### config.mk
export PLATFORM = sky130hd
export DESIGN_NAME = ooo_wb_arbiter
export DESIGN_NICKNAME = d
export VERILOG_FILES = /design/src/rtl/ooo_wb_arbiter.sv
export SDC_FILE = /design/constraint.sdc
export NUM_CORES = 1
export LEC_CHECK = 0
export CORE_MARGIN = 2
export CORE_UTILIZATION = 54
export CTS_CLUSTER_DIAMETER = 120
export DETAILED_ROUTE_END_ITERATION = 7
export PLACE_DENSITY = 0.79
export SLEW_MARGIN = 0
export SYNTH_ARGS = -nofsm -noshare
export SYNTH_HDL_FRONTEND = slang
export SYNTH_SLANG_ARGS = --single-unit
### constraint.sdc
create_clock -name CLK -period 4.4 [get_ports CLK]
set_clock_uncertainty 0.1 [all_clocks]
set_input_delay 0.66 -clock CLK [delete_from_list [all_inputs] [get_ports CLK]]
set_output_delay 0.66 -clock CLK [all_outputs]
set_load 0.005 [all_outputs]
### src/rtl/ooo_wb_arbiter.sv
// Write-back arbiter: four 2-deep per-unit result FIFOs share one completion-buffer write port.
// Define OOO_WB_ARITH_PRIO_EN to give unit 0 (arith) strict priority; default is 4-way round-robin.
module ooo_wb_arbiter #(
  parameter int unsigned CB_IDX_W = 4,
  parameter int unsigned DATA_W   = 32
) (
  input  logic                  CLK,
  input  logic                  RST,
  input  logic                  flush,
  input  logic [3:0]            req_valid,
  output logic [3:0]            req_ready,
  input  logic [4*CB_IDX_W-1:0] req_index,
  input  logic [4*DATA_W-1:0]   req_wdata,
  input  logic [19:0]           req_vd,
  input  logic [3:0]            req_exception,
  output logic                  cb_wen,
  output logic [CB_IDX_W-1:0]   cb_index,
  output logic [DATA_W-1:0]     cb_wdata,
  output logic [4:0]            cb_vd,
  output logic                  cb_exception,
  output logic [1:0]            cb_unit,
  input  logic                  cb_ready
);

  localparam int unsigned NUM_UNITS = 4;
  localparam int unsigned DEPTH     = 2;
  localparam int unsigned VD_W      = 5;

  typedef struct packed {
    logic [CB_IDX_W-1:0] index;
    logic [DATA_W-1:0]   wdata;
    logic [VD_W-1:0]     vd;
    logic                exception;
  } entry_t;

  entry_t     mem_q     [NUM_UNITS][DEPTH];
  entry_t     req_entry [NUM_UNITS];
  entry_t     head;

  logic [1:0] count_q   [NUM_UNITS];
  logic [1:0] count_d   [NUM_UNITS];
  logic [3:0] wr_ptr_q, wr_ptr_d;
  logic [3:0] rd_ptr_q, rd_ptr_d;
  logic [1:0] rr_ptr_q, rr_ptr_d;
  logic       lock_q, lock_d;
  logic [1:0] locked_unit_q, locked_unit_d;

  logic [3:0] nonempty;
  logic [3:0] enq;
  logic [3:0] pop;
  logic [1:0] grant;
  logic [1:0] grant_rr;
  logic [1:0] cand;
  logic       found;
  logic       arith_win;
  logic       transfer;

  // Per-unit occupancy, acceptance and incoming entry unpacking
  always_comb begin
    for (int u = 0; u < NUM_UNITS; u++) begin
      nonempty[u]            = (count_q[u] != 2'd0);
      req_ready[u]           = (count_q[u] < 2'd2) & ~RST;
      enq[u]                 = req_valid[u] & req_ready[u] & ~flush;
      req_entry[u].index     = req_index[u*CB_IDX_W +: CB_IDX_W];
      req_entry[u].wdata     = req_wdata[u*DATA_W +: DATA_W];
      req_entry[u].vd        = req_vd[u*VD_W +: VD_W];
      req_entry[u].exception = req_exception[u];
    end
  end

  // Grant selection: held while locked, otherwise priority/round-robin search from rr_ptr
  always_comb begin
    grant_rr  = 2'd0;
    cand      = 2'd0;
    found     = 1'b0;
    arith_win = 1'b0;
    for (int i = 0; i < NUM_UNITS; i++) begin
      cand = rr_ptr_q + 2'(i);
`ifdef OOO_WB_ARITH_PRIO_EN
      if (!found && nonempty[cand] && (cand != 2'd0)) begin
`else
      if (!found && nonempty[cand]) begin
`endif
        grant_rr = cand;
        found    = 1'b1;
      end
    end
`ifdef OOO_WB_ARITH_PRIO_EN
    arith_win = nonempty[0];
`endif
    if (lock_q) begin
      grant = locked_unit_q;
    end else if (arith_win) begin
      grant = 2'd0;
    end else begin
      grant = grant_rr;
    end
  end

  assign cb_wen   = (|nonempty) & ~flush & ~RST;
  assign transfer = cb_wen & cb_ready;
  assign head     = mem_q[grant][rd_ptr_q[grant]];

  // Fields are forced to zero when no write is offered so reset/idle never exposes stale storage
  always_comb begin
    cb_index     = '0;
    cb_wdata     = '0;
    cb_vd        = '0;
    cb_exception = 1'b0;
    cb_unit      = 2'd0;
    if (cb_wen) begin
      cb_index     = head.index;
      cb_wdata     = head.wdata;
      cb_vd        = head.vd;
      cb_exception = head.exception;
      cb_unit      = grant;
    end
  end

  // Next-state: FIFO bookkeeping, round-robin pointer and lock
  always_comb begin
    wr_ptr_d      = wr_ptr_q;
    rd_ptr_d      = rd_ptr_q;
    rr_ptr_d      = rr_ptr_q;
    lock_d        = lock_q;
    locked_unit_d = locked_unit_q;
    pop           = 4'b0000;
    for (int u = 0; u < NUM_UNITS; u++) begin
      count_d[u] = count_q[u];
      pop[u]     = transfer & (grant == 2'(u));
      if (enq[u]) begin
        wr_ptr_d[u] = ~wr_ptr_q[u];
      end
      if (pop[u]) begin
        rd_ptr_d[u] = ~rd_ptr_q[u];
      end
      case ({enq[u], pop[u]})
        2'b10:   count_d[u] = count_q[u] + 2'd1;
        2'b01:   count_d[u] = count_q[u] - 2'd1;
        default: count_d[u] = count_q[u];
      endcase
    end

    if (transfer) begin
`ifdef OOO_WB_ARITH_PRIO_EN
      if (grant != 2'd0) begin
        rr_ptr_d = grant + 2'd1;
      end
`else
      rr_ptr_d = grant + 2'd1;
`endif
    end

    if (flush) begin
      lock_d = 1'b0;
    end else if (transfer) begin
      lock_d = 1'b0;
    end else if (cb_wen) begin
      lock_d        = 1'b1;
      locked_unit_d = grant;
    end

    // Flush wipes every FIFO but keeps the fairness pointer
    if (flush) begin
      wr_ptr_d = 4'b0000;
      rd_ptr_d = 4'b0000;
      for (int u = 0; u < NUM_UNITS; u++) begin
        count_d[u] = 2'd0;
      end
    end
  end

  always_ff @(posedge CLK) begin
    if (RST) begin
      for (int u = 0; u < NUM_UNITS; u++) begin
        count_q[u] <= 2'd0;
      end
      wr_ptr_q      <= 4'b0000;
      rd_ptr_q      <= 4'b0000;
      rr_ptr_q      <= 2'd0;
      lock_q        <= 1'b0;
      locked_unit_q <= 2'd0;
    end else begin
      for (int u = 0; u < NUM_UNITS; u++) begin
        count_q[u] <= count_d[u];
      end
      wr_ptr_q      <= wr_ptr_d;
      rd_ptr_q      <= rd_ptr_d;
      rr_ptr_q      <= rr_ptr_d;
      lock_q        <= lock_d;
      locked_unit_q <= locked_unit_d;
    end
  end

  // Entry storage is data-only; validity lives in the counts
  always_ff @(posedge CLK) begin
    for (int u = 0; u < NUM_UNITS; u++) begin
      if (enq[u]) begin
        mem_q[u][wr_ptr_q[u]] <= req_entry[u];
      end
    end
  end

endmodule

### Yosys cells after proc, flatten, opt, wreduce, memory -nomap -nowiden

Memory sizes are Yosys's and may differ from the RTL's.
Cells that the tools add are included.

* flip-flop bits (word level): 13
* memory bits (writable): 344
* output and inout port bits: 49
* word-level logic and storage cells: 166
* memories kept: 2

* add/sub/neg operators: 12
* magnitude comparators: 18
* equal/unequal tests: 11
* mux-type cells: 54
* bitwise gates (word level): 39
* reduce and logical (&&, ||, !) cells: 19

Memories
* mem_q: depth 4, bits a word 84, rd ports 1, clocked after memory_dff 0, write ports 4, RTL line 36 `entry_t mem_q [NUM_UNITS][DEPTH];`
* count_q: depth 4, bits a word 2, rd ports 4, clocked after memory_dff 0, write ports 4, RTL line 40 `logic [1:0] count_q [NUM_UNITS];`

Operator list (number)
* $mux W84: 4
* $mux W42: 7
* $demux W42 S1: 4
* $mux W32: 1
* $mux W2: 10
* $and A1 B1 Y1: 19
* $mux W1: 16
* $pmux W2 S2: 4
* $lt A2 B3 Y1 const B: 5
* $add A2 B1 Y2 const B: 6
* $eq A2 B2 Y1 const B: 6
* $not A1 Y1: 11
* $bmux W1 S2: 5
* $eq A2 B1 Y1 const B: 5
* $ge A2 B2 Y1 const B: 5
* $not A1 Y2: 5
* $lt A2 B1 Y1 const B: 4
* $lt A2 B2 Y1 const B: 4
* $mux W8: 1
* $reduce_bool A2 Y1: 4
* $sub A2 B1 Y2 const B: 4
* $logic_and A1 B1 Y1: 7
* $mux W5: 1
* $add A2 B2 Y2 const B: 2
* 8 further kinds: 13

### Logic depth before layout (Yosys ltp)

Gate-level depths: netlist of the first run.
An unclocked memory read counts as a cell.

* depth after elaboration: 22
* mapped depth: 13

### Worst setup path before layout of the first run

Ideal clock, no wire load.

* path type: input-to-reg
* from: in RST
* to: mem mem_q[0][0] in the netlist's numbering, enable pin
* library setup time: 0.442 ns
* data arrival time: 3.065 ns
* data required time: 3.858 ns
* setup slack: 0.793 ns
* stages: 4
* buffers on the path: 1
* path through: clkbuf_1 nor2_1 nand3b_1 nor2_1

RTL lines
* start, declared: RTL line 8 `input logic RST,`
* end, declared: RTL line 36

==> flow_summary.ini, run 1 <==
[run_status]
outcome = complete, but fails checks
failed_checks = negative setup slack

[sta]
max_slew_margin = 0.4855
fin_crit_ps = 4413
final_hold_viol_count = 0
period_share = 1.003
fmax_mhz = 226.6
slew_viol_final = 0
worstMarginPinSlew_ps = 771.7
setup_viol = 2
fin_hold_ws_ps = 430.6
worst_slack_ps = -12.67

[worst_setup_path]
crit_fanout = 42
startpoint_type = flop
worstPathArrival_ps = 3650
cp_slowest_cell = clkdlybuf4s50_1
cpPeakStageDelay_ps = 550
crit_chain = o21bai_1 -> o41ai_2 -> a311oi_4 -> nand2_1 -> buf_4 -> nand3_2 -> buf_12 -> nand3_1 -> a21oi_2 -> clkdlybuf4s50_1
cp_num_buf_inv = 3
critPathTopFamily = compound AO/OA/AOI/OAI gates
crit_type = reg -> out
crit_required_ps = 3640
end_kind = primary output

[detailed_routing]
wl_per_cell_um = 26.36
first_pass_iters = 8
via_count = 12220
drt_iter0_drc = 1994
via_per_inst = 6.891
drc = 0
drt-total-wl_um = 46770
ant_nets = 0

[logic_synthesis]
synth_ff_type = edfxtp_1
synth_edf_count = 336
synth_top_family_by_area = compound AO/OA/AOI/OAI gates
synth-xor-area-share = 0.009752
synth-simple-area-share = 0.06671
synthTopCellsByArea = edfxtp_1 66%, a32oi_1 9.6%, o21ai_0 5.5%
syn_area_um2 = 15270
ys.warnings.count = 0
synth_compound_area_frac = 0.1932
synth-seq-cells = 357
yosysSeqAreaShare = 0.6884
synth_mux_area_frac = 0.0007376
syn_area_per_cell_um2 = 13.09
synth_top_area_share = 0.6609
synth_cells = 1166
synth-adder-area-share = 0.003278
synth.most_common_cell = edfxtp_1
netlist_top_cells_count = 336 x edfxtp_1, 168 x a32oi_1, 167 x o21ai_0
synth_cell_types = 45
syn-num-nets = 1346
async_flop_share = 0
yosysTopAreaCell = edfxtp_1

[floorplan]
core-area_um2 = 27780
die_w_um = 172.1
initial_utilization = 0.5495
die_h_um = 172.1
row_count = 61
die_area_um2 = 29630
io-pin-count = 225

[clocking]
worstSkewPairLatency_ps = 530
cts_sinks = 357
cts-root-buf = clkbuf_16
cts-htree-levels = 2
cts_hold_buf = 0
cts_made_buffers = 37
cts_tree = built
clk_path_buf_depth = 3
path_clk_slew_ps = 60

[power_and_ir_drop]
peakVddDrop_mv = 0.2968
swShare = 0.2424
p_sw_mw = 1.899
clkPwrFrac = 0.390
pwr_density_cell_nw_per_um2 = 399.8
pwr-share-seq = 0.484
p_int_mw = 5.938
leakage_nw = 6.158
comb_power_share = 0.126
fin_total_pwr_mw = 7.837

[layout]
seq_area_um2 = 10510
multi_input_area_um2 = 4444
drive_above_1_share = 0.1115
syn_to_final_growth_pct = 28.41
n_fill_cell = 1808
utilization = 0.7056
nNetsFinal = 1541

[grt]
use_met2 = 0.4603
first_global_vias = 11470
grt_max_degree = 125
met3_usage = 0.05859
globalRouteMet1Util = 0.4083
grt_first_pass_wirelength_um = 65670
overflow = 0
antenna_found_initial = 6
track_usage = 0.2945
busiest_layer = met2

[worst_hold_path]
hold_path.class = reg -> reg

[place]
io_buffers = 224
preCtsSetupSlack_ps = 355.5
hpwl_um = 25230
place.gp.congestion = 0.8447

[job]
cap_violations = 0
-- flip-flops by register name, summed over array words and instances, names as in the netlist --
signal,count
count_q,8
lock_q,1
mem_q,336
rd_ptr_q,4
rr_ptr_q,2
locked_unit_q,2
wr_ptr_q,4
-- cells by family after synthesis --
group | after synthesis
flip-flops | 357
adder cells (fa/ha/maj) | 4
multiplexers | 1
AO/OA/AOI/OAI | 452
XOR/XNOR | 17
AND/OR/NAND/NOR | 200
buffers and inverters | 135
-- tightest hold or removal path: stages (launching register included) --
cell and delay, ps:
dfxtp_1 340, xnor2_1 80, nor2_1 80
-- cell usage in the layout (no fill, tap or decap), types with 3 or more instances in the layout --
cell,netlist,layout
edfxtp_1,336,336
clkdlybuf4s50_1,0,224
o21ai_0,167,167
a32oi_1,168,167
nand3_1,132,129
o21ai_1,52,51
a21oi_1,50,45
clkbuf_16,0,41
buf_4,1,32
nor2_1,32,23
dfxtp_1,21,20
buf_12,0,14
xnor2_1,13,13
nor2_4,2,11
clkinv_1,0,10
clkbuf_1,86,8
inv_1,7,7
diode_2,0,6
nand2_1,8,6
a21oi_2,0,5
nand3b_1,4,4
xor2_1,4,4
or3_1,4,4
ha_1,4,4
buf_6,5,4
nand3_2,0,3
clkinv_2,0,3
bufinv_16,0,3
-- cell type report --
type / count / area share
Sequential cell: 357 / 0.5362
Multi-Input combinational cell: 677 / 0.2267
Timing Repair Buffer: 281 / 0.1513
Clock buffer: 45 / 0.04876
Tap cell: 378 / 0.02413
Clock inverter: 23 / 0.01085
Inverter: 7 / 0.001340
Antenna cell: 6 / 0.0007659
-- through the flow --
step | instances | area (um2) | TNS [ps]
6_report | 1774 | 19600 | -23.17
5_1_grt | 1773 | 19600 | -214.1
4_1_cts | 1752 | 19300 | 0
3_5_place_dp | 1677 | 17980 | 0
3_3_place_gp | 1677 | 17980 | 0
2_1_floorplan | 1166 | 15270 | 0
-- repair_timing --
action                     CTS  global route
gates cloned                 2             7
resized for setup           11            21
setup endpoints to repair   42            42
buffers inserted             5             9
pin swaps                    3             5
-- power groups by stage --
stage | clock (mW) | combinational (mW) | sequential [mW]
6_report | 3.05 | 0.989 | 3.79
5_1_grt | 3.19 | 1.04 | 3.80
4_1_cts | 3.06 | 0.898 | 3.79
3_5_place_dp | 0 | 0.861 | 3.86
3_3_place_gp | 0 | 0.840 | 3.86
2_1_floorplan | 0 | 0.463 | 3.86
-- path summary, 6_finish.rpt --
check / start / endpoint / slack [ps] / depth (start not counted)
hold reg to reg: rd_ptr_q[0]$_SDFFE_PP0P_ / rd_ptr_q[0]$_SDFFE_PP0P_ / 430 / 2
setup / recovery: count_q[0][0]$_SDFFE_PP0P_ / cb_vd[4] / -10 / 10
setup reg to reg: count_q[0][1]$_SDFFE_PP0P_ / count_q[3][1]$_SDFFE_PP0P_ / 1180 / 9
hold / removal: rd_ptr_q[0]$_SDFFE_PP0P_ / rd_ptr_q[0]$_SDFFE_PP0P_ / 430 / 2
-- per-layer routing --
metal | up-vias | share of wire
li1 | 5137 | -
met1 | 5880 | 0.37
met2 | 1050 | 0.46
met3 | 155 | 0.13
met4 | 2 | 0.041
met5 | - | 0.00028
No activity file was read; power rests on OpenSTA's default activity.
==> run 2, diff against run 1 <==
--- a/config.mk
+++ b/config.mk
@@ -10,6 +10,7 @@
 export CTS_CLUSTER_DIAMETER = 120
 export DETAILED_ROUTE_END_ITERATION = 7
 export PLACE_DENSITY = 0.79
+export SKIP_LAST_GASP = 1
 export SLEW_MARGIN = 0
 export SYNTH_ARGS = -nofsm -noshare
 export SYNTH_HDL_FRONTEND = slang
==> run 2 against run 1 <==
  * The flow now finishes without violations
  * Wire length is 1.8% lower
  * Combinational power shrank 2%
  * Total power decreased by 0.17%
  * Clock-buffer cell count stayed put
  * Clock power about the same
  * Utilization down 0.12 points
  * Sequential share of layout area increased by 0.093 points
  * Via count shrank 0.17%
  * Setup slack better by 41 ps
  * Die area unchanged
  * Non-clock buffer count fell by 1
  * Hold slack lost 3.4 ps
==> flow_summary.ini, run 2 (synthesized netlist as in run 1, its figures left out) <==
[detailed_routing]
drt_iter0_drc = 2039
first_pass_iters = 7
wl_per_cell_um = 25.92
drc = 0
via_per_inst = 6.887
drt-total-wl_um = 45940
ant_nets = 0
via_count = 12200

[floorplan]
row_count = 61
io-pin-count = 225
die_w_um = 172.1
die_area_um2 = 29630
die_h_um = 172.1
core-area_um2 = 27780
initial_utilization = 0.5495

[layout]
stdcell_count = 1772
final_common_cell = edfxtp_1
final_cell_mix = 336 x edfxtp_1, 224 x clkdlybuf4s50_1, 167 x o21ai_0, 167 x a32oi_1, 129 x nand3_1
nNetsFinal = 1540
drive_above_1_share = 0.1116
finalInstanceArea_um2 = 19570
syn_to_final_growth_pct = 28.18
n_fill_cell = 1820
largest_register_ffs = 336

[sta]
worstMarginPinSlew_ps = 772.4
fin_crit_ps = 4372
final_hold_viol_count = 0
setup_tns_ps = 0
setup_viol = 0
period_share = 0.9936
max_slew_margin = 0.4851
fmax_mhz = 228.7
slew_viol_final = 0

[power_and_ir_drop]
leakage_nw = 6.141
pwr_density_cell_nw_per_um2 = 399.8
clkPwrFrac = 0.391
comb_power_share = 0.124
p_int_mw = 5.932
swShare = 0.2417
pwr-share-seq = 0.485
p_sw_mw = 1.891
peakVddDrop_mv = 0.2981

[clocking]
cts_hold_buf = 0
cts-root-buf = clkbuf_16
clk_path_buf_depth = 3
cts-htree-levels = 2
cts_tree = built
cts_sinks = 357
worstSkewPairLatency_ps = 530
path_clk_slew_ps = 60
cts_made_buffers = 37

[place]
placed_cells = 1677
io_buffers = 224
dpl-instance-area_um2 = 17980
place.gp.congestion = 0.8447
hpwl_um = 25230

[run_status]
outcome = completed

[grt]
antenna_found_initial = 6
grt_max_degree = 125
first_global_vias = 11460
grt_first_pass_wirelength_um = 65660
overflow = 0
track_usage = 0.2945

[worst_setup_path]
worstPathArrival_ps = 3610
startpoint_type = flop
crit_required_ps = 3640
crit_fanout = 29
end_kind = primary output
crit_type = reg -> out

[worst_hold_path]
hold_path.class = reg -> reg

[job]
cap_violations = 0
run 2: cell types whose count changed in the layout (fill, tap and decap cells not counted), sizes merged:
cell   previous run  this run
diode             6         5
buf              53        52
run 2: critical path: stages (launching register included):
cell and delay (ps):
dfxtp_2 390, or4_1 590, o32ai_4 210, o211a_4 300
buf_12 130, clkbuf_16 190, o21ai_0 120, a32oi_1 230
nand3_1 120, a21oi_1 230, clkdlybuf4s50_1 550
run 2: power groups by stage:
stage	Clock (mW)	Sequential (mW)	Combinational [mW]
after floorplan	0	3.86	0.463
after global placement	0	3.86	0.840
after detailed placement	0	3.86	0.861
after CTS	3.06	3.79	0.898
after global routing	3.19	3.80	1.02
final	3.06	3.79	0.972
run 2: repair_timing:
action | CTS | global route
setup endpoints to repair | 42 | 42
gates resized for setup | 10 | 24
setup buffers | 5 | 10
gates cloned | 2 | 5
pin swaps | 2 | 6
run 2: layer usage:
| layer | track usage | vias up | routed length (um) |
|---|---|---|---|
| met5 | 0 | - | 13 |
| met4 | 0.1209 | 2 | 1925 |
| li1 | - | 5130 | - |
| met1 | 0.4094 | 5806 | 17080 |
| met2 | 0.4591 | 1090 | 21080 |
| met3 | 0.05859 | 175 | 5838 |
run 2: final cells by class:
cell class | count | area [um2] | area share
Multi-Input combinational cell | 677 | 4448 | 0.2273
Clock buffer | 45 | 955.9 | 0.04885
Sequential cell | 357 | 10510 | 0.5371
Tap cell | 378 | 473.0 | 0.02417
Timing Repair Buffer | 280 | 2930 | 0.1497
Clock inverter | 23 | 212.7 | 0.01087
Antenna cell | 5 | 12.51 | 0.0006393
Inverter | 7 | 26.28 | 0.001343
run 2: worst paths after layout:
kind                         startpoint                         end  cells after the start  slack, ps
max          count_q[0][1]$_SDFFE_PP0P_                 cb_index[3]                     10         30
min            rd_ptr_q[1]$_SDFFE_PP0P_    rd_ptr_q[1]$_SDFFE_PP0P_                      2        430
max reg2reg  count_q[0][1]$_SDFFE_PP0P_  count_q[3][1]$_SDFFE_PP0P_                      9       1190
min reg2reg    rd_ptr_q[1]$_SDFFE_PP0P_    rd_ptr_q[1]$_SDFFE_PP0P_                      2        430
run 2: through the flow:
| stage | utilization | power (mW) | hold WS, ps | setup slack (ps) |
|---|---|---|---|---|
| after floorplan | - | 4.325 | 367.9 | 793.3 |
| after global placement | 0.6472 | 4.703 | 394.6 | 438.8 |
| after detailed placement | 0.6472 | 4.725 | 411.5 | 355.5 |
| after CTS | 0.6945 | 7.752 | 419.6 | -32.18 |
| after global routing | 0.7044 | 8.012 | 456.6 | -17.91 |
| final | 0.7044 | 7.824 | 427.2 | 28.21 |
